## config.mk

```make
export PLATFORM = sky130hd
export DESIGN_NAME = mem_arb
export DESIGN_NICKNAME = d
export VERILOG_FILES = /design/src/rtl/mem_arb_pkg.sv /design/src/rtl/mem_arb_rr_pick.sv /design/src/rtl/mem_arb.sv
export SDC_FILE = /design/constraint.sdc
export NUM_CORES = 1
export LEC_CHECK = 0
export ABC_AREA = 1
export CORE_AREA = 2 2 162 164
export CTS_BUF_LIST = sky130_fd_sc_hd__clkbuf_4 sky130_fd_sc_hd__clkbuf_8
export CTS_CLUSTER_DIAMETER = 80
export DETAILED_ROUTE_END_ITERATION = 10
export DIE_AREA = 0 0 164 166
export SYNTH_ARGS = -nofsm -noshare
export SYNTH_HDL_FRONTEND = slang
export SYNTH_SLANG_ARGS = --single-unit
```

## constraint.sdc

```tcl
create_clock -name clk -period 3.8 [get_ports clk]
set_input_delay 0.57 -clock clk [delete_from_list [all_inputs] [get_ports clk]]
set_output_delay 0.57 -clock clk [all_outputs]
set_load 0.01 [all_outputs]
```

## src/rtl/mem_arb_pkg.sv

```systemverilog
// Shared types for the memory arbiter: FSM state encoding and the request record.
package mem_arb_pkg;

  // Widest address the request record can carry; ADDR_W must not exceed this.
  localparam int unsigned MaxAddrW = 64;

  typedef enum logic [1:0] {
    StIdle,
    StBusy,
    StResp
  } arb_state_e;

  typedef struct packed {
    logic                instr;
    logic [MaxAddrW-1:0] addr;
    logic [31:0]         wdata;
    logic [3:0]          wstrb;
  } mem_req_t;

endpackage

```

## src/rtl/mem_arb_rr_pick.sv

```systemverilog
// Rotating-priority encoder: picks the first set request scanning upward from
// last_grant+1 (mod NUM_PORTS). Purely combinational.
module mem_arb_rr_pick #(
  parameter int unsigned NUM_PORTS = 4,
  parameter int unsigned IDX_W     = 2
) (
  input  logic [NUM_PORTS-1:0] req,
  input  logic [IDX_W-1:0]     last_grant,
  output logic                 any,
  output logic [IDX_W-1:0]     grant
);

  // Scan every port once, starting just after the previous winner.
  always_comb begin
    int unsigned idx;
    logic        found;
    any   = |req;
    grant = '0;
    found = 1'b0;
    idx   = 0;
    for (int unsigned k = 1; k <= NUM_PORTS; k++) begin
      idx = (32'(last_grant) + k) % NUM_PORTS;
      if (!found && req[idx]) begin
        found = 1'b1;
        grant = IDX_W'(idx);
      end
    end
  end

endmodule

```

## src/rtl/mem_arb.sv

```systemverilog
// Round-robin arbiter funnelling NUM_PORTS core memory ports onto one
// downstream port. One transaction in flight; every dn_* / up_ready / up_rdata
// output comes straight from a flop.
module mem_arb
  import mem_arb_pkg::*;
#(
  parameter int unsigned NUM_PORTS = 4,
  parameter int unsigned ADDR_W    = 32
) (
  input  logic                        clk,
  input  logic                        rst,
  input  logic [NUM_PORTS-1:0]        up_valid,
  input  logic [NUM_PORTS-1:0]        up_instr,
  input  logic [NUM_PORTS*ADDR_W-1:0] up_addr,
  input  logic [NUM_PORTS*32-1:0]     up_wdata,
  input  logic [NUM_PORTS*4-1:0]      up_wstrb,
  output logic [NUM_PORTS-1:0]        up_ready,
  output logic [31:0]                 up_rdata,
  output logic                        dn_valid,
  output logic                        dn_instr,
  output logic [ADDR_W-1:0]           dn_addr,
  output logic [31:0]                 dn_wdata,
  output logic [3:0]                  dn_wstrb,
  input  logic                        dn_ready,
  input  logic [31:0]                 dn_rdata,
  output logic                        busy
);

  localparam int unsigned IdxW = (NUM_PORTS > 1) ? $clog2(NUM_PORTS) : 1;

  arb_state_e      state;
  logic [IdxW-1:0] last_grant;
  logic [IdxW-1:0] pick_idx;
  logic            pick_any;
  mem_req_t        sel_req;
  mem_req_t        req_q;

  mem_arb_rr_pick #(
    .NUM_PORTS(NUM_PORTS),
    .IDX_W    (IdxW)
  ) u_rr_pick (
    .req       (up_valid),
    .last_grant(last_grant),
    .any       (pick_any),
    .grant     (pick_idx)
  );

  // Gather the winning port's request fields into one record.
  always_comb begin
    sel_req                  = '0;
    sel_req.instr            = up_instr[pick_idx];
    sel_req.addr[ADDR_W-1:0] = up_addr[int'(pick_idx)*ADDR_W +: ADDR_W];
    sel_req.wdata            = up_wdata[int'(pick_idx)*32 +: 32];
    sel_req.wstrb            = up_wstrb[int'(pick_idx)*4 +: 4];
  end

  // Arbitration FSM; last_grant doubles as the index of the in-flight port.
  always_ff @(posedge clk or posedge rst) begin
    if (rst) begin
      state      <= StIdle;
      dn_valid   <= 1'b0;
      up_ready   <= '0;
      up_rdata   <= '0;
      req_q      <= '0;
      last_grant <= IdxW'(NUM_PORTS - 1);
    end else begin
      case (state)
        StIdle: begin
          if (pick_any) begin
            req_q      <= sel_req;
            dn_valid   <= 1'b1;
            last_grant <= pick_idx;
            state      <= StBusy;
          end
        end
        StBusy: begin
          if (dn_ready) begin
            dn_valid <= 1'b0;
            up_rdata <= dn_rdata;
            up_ready <= NUM_PORTS'(1) << last_grant;
            state    <= StResp;
          end
        end
        StResp: begin
          up_ready <= '0;
          state    <= StIdle;
        end
        default: begin
          state <= StIdle;
        end
      endcase
    end
  end

  assign dn_instr = req_q.instr;
  assign dn_addr  = req_q.addr[ADDR_W-1:0];
  assign dn_wdata = req_q.wdata;
  assign dn_wstrb = req_q.wstrb;

  // Upper record bits are constant zero for narrow addresses.
  if (ADDR_W < MaxAddrW) begin : g_addr_pad
    logic unused_addr_hi;
    assign unused_addr_hi = ^req_q.addr[MaxAddrW-1:ADDR_W];
  end

  // Report activity as soon as any port asks, not only once granted.
  always_comb begin
    busy = (state != StIdle) || (|up_valid);
  end

endmodule

```

==> results.yml, run 1 <==
detailed_routing:
  ant_nets: 0
  drt_iter0_markers: 560
  dr.pass1.iters: 5
  routedWlPerCell_um: 16.9
  vias: 8142
  vias_per_cell: 4.78
  drt-total-wl_um: 28700
  post-route-drc-count: 0
synthesis:
  ys_ff_latch: 110
  syn_avg_cell_area_sq_um: 6.71
  syn_inst: 995
  synth_top_area_cell: "dfrtp_1"
  synth_warnings: 0
  synth_edf_count: 0
  syn_nets: 1314
  netlist_area_sq_mm: 0.00668
  synth_top_area_frac: 0.405
  synthTopCellsByArea: "dfrtp_1 (40%), nand3_1 (27%), nand2_1 (23%)"
  synth.distinct_cells: 22
  synth_seq_area_share: 0.413
  synthFlopType: "dfrtp_1"
  async_flop_share: 1.00
pwr:
  cellLeakagePower_uw: 0.00517
  p_int_uw: 5280
  pwr-share-seq: 0.192
  switching_share: 0.529
  power.total_uw: 11200
  p_switching_uw: 5940
  ir_worst_vdd_mv: 1.18
  clkPwrFrac: 0.065
  power_frac_comb: 0.743
  powerDensity_mw_per_mm2: 987
critical_path:
  criticalPathCategory: "flop to flop"
  crit_fanout: 36
  critPathCaptureType: "flop"
  reg2reg_from: "last_grant[0]"
  ff2ff_setup_slack_ns: 0.75
  cp.required_ns: 4.10
  critPathCapture: "dn_wdata[9]"
  crit_slowest_cell: "dfstp_2"
  r2r_end: "dn_wdata[9]"
  startpoint: "last_grant[0]"
  start_kind: "flop"
  path_cells: "inv_2, ha_1, inv_1, nand3_1, nand2_1, nor2_2, nand2_1, nor2_1, inv_1, nand2_2, buf_4, nand3_1, nand3_1, nand2_1"
  slowest_delay_ns: 0.66
  worstPathArrival_ns: 3.35
  ff2ff_path_depth: 14
sta:
  slew_viol_final: 0
  max_freq_ghz: 0.327
  period_needed_ns: 3.05
  slew_headroom: 0.497
  hold_viol_final: 0
  finClkSkew_ns: 0.0151
  period_share: 0.804
  tightest_slew_ns: 0.754
  rsz0062_at_grt: "no"
  finalSetupViolCount: 0
  tns_ns: 0
cts:
  cts_tree: "done"
  cts_setup_buffers: 0
  clk_latency_ns: 0.39
  cts_resized: 0
  cts_hold_buffers: 0
  clk_pin_slew_ns: 0.12
  cts_max_level: 3
  cts_num_sinks: 110
  numCtsBuffers: 9
  cts-root-buf: "clkbuf_8"
  cts.path.max_buffers: 2
floorplanning:
  start_util: 0.261
  die_x_um: 164
  core_sq_mm: 0.0256
  dieArea_sq_mm: 0.0272
  rows: 59
  io_pins: 422
  die_y_um: 166
placement:
  dp_hpwl_um: 20500
  place_congestion: 0.841
  place_area_sq_mm: 0.0112
  io_buffers: 421
global_route:
  first_global_vias: 7993
  grt_max_degree: 139
  track_usage: 0.207
  overflow: 0
  grt_pass1_wl_um: 44200
  antenna_found_initial: 1
cells_and_area:
  mostFrequentLayoutCell: "clkdlybuf4s50_1"
  diodes: 0
  nets: 1683
  final_cell_area_sq_mm: 0.0114
  final_cell_mix: "clkdlybuf4s50_1 (421), nand2_1 (406), nand3_1 (356)"
  drive_gt1_frac: 0.0336
  fillers: 2637
  syn_to_final_growth_pct: 70.1
  finish.utilization: 0.444
run:
  drv_cap: 0
run_status:
  outcome: "finished clean"
worst_hold_path:
  min_path_cells: 2
  hold_class: "flop to flop"
cells by family after synthesis:
| group | synth area share |
|---|---|
| and+or+nand+nor | 0.504 |
| buffers and inverters | 0.0680 |
| DFF | 0.413 |
| adders and majority gates | 0.00749 |
| AOI/OAI and AO/OA | 0.00843 |
area by class of cell:
class / instances / area (sq um) / area share
Timing Repair Buffer: 438 / 4420 / 0.389
Multi-Input combinational cell: 785 / 3510 / 0.309
Sequential cell: 110 / 2760 / 0.242
Tap cell: 335 / 419 / 0.0369
Clock buffer: 10 / 138 / 0.0121
Inverter: 20 / 77.6 / 0.00683
Clock inverter: 6 / 51.3 / 0.00451
state kept, by name, summed over array words and instances (netlist names):
name,cells
up_rdata,32
dn_wstrb,4
dn_instr,1
dn_wdata,32
up_ready,4
dn_addr,32
dn_valid,1
last_grant,2
state,2
synth_stat cells (2+ instances only):
library cell,instances
buf_1,6
buf_2,36
buf_4,5
ha_1,4
nor3_1,2
inv_2,2
nand3_1,356
dfrtp_1,108
nand2_1,406
dfstp_2,2
o21ai_0,8
inv_1,17
clkbuf_1,31
nand2_2,3
buf_6,2
how the worst min path moves through the flow:
stage | from | to | slack [ns]
floorplan | state[1] | state[0] | 0.48
global placement | up_rdata[25] | up_rdata[25] | 0.45
detailed placement | up_rdata[0] | up_rdata[0] | 0.46
CTS | up_rdata[0] | up_rdata[0] | 0.48
global route | up_rdata[0] | up_rdata[0] | 0.50
finish | up_rdata[25] | up_rdata[25] | 0.48
through the flow:
stage | std cells | setup slack [ns] | hold WS, ns
2_1_floorplan | 995 | 0.331 | 0.475
3_3_place_gp | 1688 | 0.667 | 0.454
3_5_place_dp | 1688 | 0.601 | 0.459
4_1_cts | 1704 | 0.674 | 0.484
5_1_grt | 1704 | 0.384 | 0.499
6_report | 1704 | 0.745 | 0.480
per-layer routing:
layer / share of wire / vias to the layer above / GRT usage
met2: 0.49 / 319 / 0.364
li1: - / 4013 / -
met4: 0.016 / 2 / 0.0496
met5: 0.00038 / - / 0
met3: 0.083 / 27 / 0.0504
met1: 0.41 / 3781 / 0.253
worst max-delay path: cells and delay by family (launching register included):
kind,cells,cell delay (ns)
buffers and inverters,4,0.67
DFF,1,0.66
adders and majority gates,1,0.35
and+or+nand+nor,9,1.27
power by group through the flow:
stage | sequential (uW) | combinational, uW | clock (uW)
after CTS | 2160 | 8480 | 769
after detailed placement | 2170 | 8460 | 0
after floorplan | 2380 | 5140 | 0
final | 2150 | 8330 | 732
after global routing | 2230 | 9390 | 811
after global placement | 2170 | 8410 | 0
Power figures use the tool's default switching activity.
==> inputs of run 2 (changes only) <==
--- a/config.mk
+++ b/config.mk
@@ -6,11 +6,11 @@
 export NUM_CORES = 1
 export LEC_CHECK = 0
 export ABC_AREA = 1
-export CORE_AREA = 2 2 162 164
+export CORE_AREA = 2 2 166 168
 export CTS_BUF_LIST = sky130_fd_sc_hd__clkbuf_4 sky130_fd_sc_hd__clkbuf_8
 export CTS_CLUSTER_DIAMETER = 80
 export DETAILED_ROUTE_END_ITERATION = 10
-export DIE_AREA = 0 0 164 166
+export DIE_AREA = 0 0 168 170
 export SYNTH_ARGS = -nofsm -noshare
 export SYNTH_HDL_FRONTEND = slang
 export SYNTH_SLANG_ARGS = --single-unit
==> constraint.sdc (replaced) <==
create_clock -name clk -period 2.7 [get_ports clk]
set_input_delay 0.405 -clock clk [delete_from_list [all_inputs] [get_ports clk]]
set_output_delay 0.405 -clock clk [all_outputs]
set_load 0.01 [all_outputs]
==> run 2 against run 1 <==
- power up 54%
- largest cell class unchanged
- cell count grew 1.1%
- critical path type unchanged
- largest power group unchanged
- first-iteration DRC count shrank 9.5%
- wire length grew 3.8%
- sequential share of layout area shrank 0.74 points
- hold slack got worse by 0.20 ns
- critical path depth decreased by 1
- critical endpoint is now dn_wdata[10]
- via count rose by 1.1%
==> results.yml, run 2 (synthesized netlist as in run 1, its figures left out) <==
critical_path:
  startpoint: "last_grant[1]"
  r2r_end: "dn_wdata[10]"
  cp.required_ns: 3.04
  criticalPathCategory: "flop to flop"
  start_kind: "flop"
  reg2reg_from: "last_grant[1]"
  worstPathArrival_ns: 2.89
  slowest_delay_ns: 0.54
  path_common_cell: "nand3_1"
  critPathCaptureType: "flop"
  path_cells: "inv_1, ha_4, inv_1, nand3_1, nand2_1, nor2_4, nand2_1, nand2_4, buf_16, nand3_1, nand3_1, nand3_1, nand2_1"
  ff2ff_path_depth: 13
  crit_fanout: 92
  ff2ff_setup_slack_ns: 0.14
  critPathCapture: "dn_wdata[10]"
  crit_slowest_cell: "dfstp_2"
cells_and_area:
  syn_to_final_growth_pct: 75.5
  nets: 1696
  drive_gt1_frac: 0.0441
  diodes: 0
  final_cell_mix: "clkdlybuf4s50_1 (421), nand2_1 (406), nand3_1 (356)"
  multi_input_area_sq_mm: 0.00353
  seqCellArea_sq_mm: 0.00276
  fillers: 2738
  mostFrequentLayoutCell: "clkdlybuf4s50_1"
  final_cell_area_sq_mm: 0.0117
sta:
  setup_slack_ns: 0.144
  slew_headroom: 0.543
  period_share: 0.946
  finalSetupViolCount: 0
  finClkSkew_ns: 0.0201
  max_freq_ghz: 0.391
  tns_ns: 0
  hold_viol_final: 0
  tightest_slew_ns: 0.686
  slew_viol_final: 0
  period_needed_ns: 2.56
  whs_ns: 0.276
placement:
  dp_hpwl_um: 20700
  place_area_sq_mm: 0.0114
  io_buffers: 421
  dp_slack_ns: 0.0992
  place_congestion: 0.813
floorplanning:
  die_y_um: 170
  dieArea_sq_mm: 0.0286
  io_pins: 422
  die_x_um: 168
  rows: 60
  core_sq_mm: 0.0267
  start_util: 0.251
pwr:
  pwr-share-seq: 0.172
  p_int_uw: 8510
  clkPwrFrac: 0.063
  p_switching_uw: 8780
  switching_share: 0.508
  power_frac_comb: 0.765
  powerDensity_mw_per_mm2: 1480
  ir_worst_vdd_mv: 1.44
  cellLeakagePower_uw: 0.00532
cts:
  cts-root-buf: "clkbuf_8"
  cts_num_sinks: 110
  cts.path.max_buffers: 2
  clk_pin_slew_ns: 0.13
  cts_tree: "done"
  cts_max_level: 3
  numCtsBuffers: 9
  clk_latency_ns: 0.40
detailed_routing:
  routedWlPerCell_um: 17.3
  dr.pass1.iters: 4
  ant_nets: 0
  drt_iter0_markers: 507
  drt-total-wl_um: 29800
  vias_per_cell: 4.78
  post-route-drc-count: 0
  vias: 8233
worst_hold_path:
  hold_class: "primary input to asynchronous set/reset pin"
global_route:
  overflow: 0
  antenna_found_initial: 0
  grt_pass1_wl_um: 43200
  first_global_vias: 7845
  track_usage: 0.191
  grt_max_degree: 139
run:
  drv_cap: 0
run_status:
  outcome: "finished clean"
## run 2: cell count changes in the layout (fill, tap and decap cells not counted), sizes merged
cell      previous run  this run
buf                 17        26
bufinv               0         1
clkbuf              10        13
clkinv               4         2
clkinvlp             0         3
inv                 22        21
## run 2: how the worst min path moves through the flow
| stage | to | from | depth (start not counted) | slack [ns] |
|---|---|---|---|---|
| floorplan | state[0] | state[1] | 1 | 0.48 |
| global placement | up_rdata[27] | up_rdata[27] | 2 | 0.45 |
| detailed placement | up_rdata[3] | up_rdata[3] | 2 | 0.46 |
| CTS | up_rdata[21] | rst | 2 | 0.26 |
| global route | up_rdata[18] | rst | 2 | 0.28 |
| finish | up_rdata[21] | rst | 2 | 0.28 |
## run 2: metal layers
layer,GRT usage,share of wire
met5,0,0
met4,0.0408,0.013
met3,0.0565,0.086
met1,0.227,0.41
met2,0.342,0.49
## run 2: repair_timing
| action | in CTS | in global routing |
|---|---|---|
| setup buffers | 0 | 2 |
| setup endpoints to repair | 0 | 69 |
| hold buffers | 0 | 0 |
| resized for setup | 0 | 6 |
## run 2: worst max-delay path: cells and delay by family (launching register included)
| kind | cells | cell delay [ns] |
|---|---|---|
| simple gates | 9 | 1.10 |
| flops | 1 | 0.54 |
| buf+inv | 3 | 0.44 |
| fa+ha+maj | 1 | 0.31 |
## run 2: power groups by stage
stage	Combinational, uW	Sequential, uW	Clock [uW]
final	13200	2980	1090
after detailed placement	12600	2990	0
after global placement	12500	2990	0
after CTS	12600	2980	1150
after floorplan	7230	3350	0
after global routing	14600	3070	1200
## run 2: layout make-up
type                    instances  share of cell area
inverters                      20             0.00673
repair buffers                451               0.403
multi-input cells             785               0.301
flip-flops and latches        110               0.235
well taps                     341              0.0364
clock inverters                 7             0.00673
clock buffers                   9              0.0106
## run 2: through the flow
stage | instances | utilization | power [uW]
after floorplan | 995 | - | 10600
after global placement | 1701 | 0.426 | 15500
after detailed placement | 1701 | 0.426 | 15600
after CTS | 1717 | 0.434 | 16800
after global routing | 1723 | 0.440 | 18900
final | 1723 | 0.440 | 17300
==> inputs of run 3 (changes only) <==
--- a/config.mk
+++ b/config.mk
@@ -11,6 +11,7 @@
 export CTS_CLUSTER_DIAMETER = 80
 export DETAILED_ROUTE_END_ITERATION = 10
 export DIE_AREA = 0 0 168 170
+export SLEW_MARGIN = 30
 export SYNTH_ARGS = -nofsm -noshare
 export SYNTH_HDL_FRONTEND = slang
 export SYNTH_SLANG_ARGS = --single-unit
==> results of run 3 <==
Final layout, timing and power as in run 2 (identical DEF).
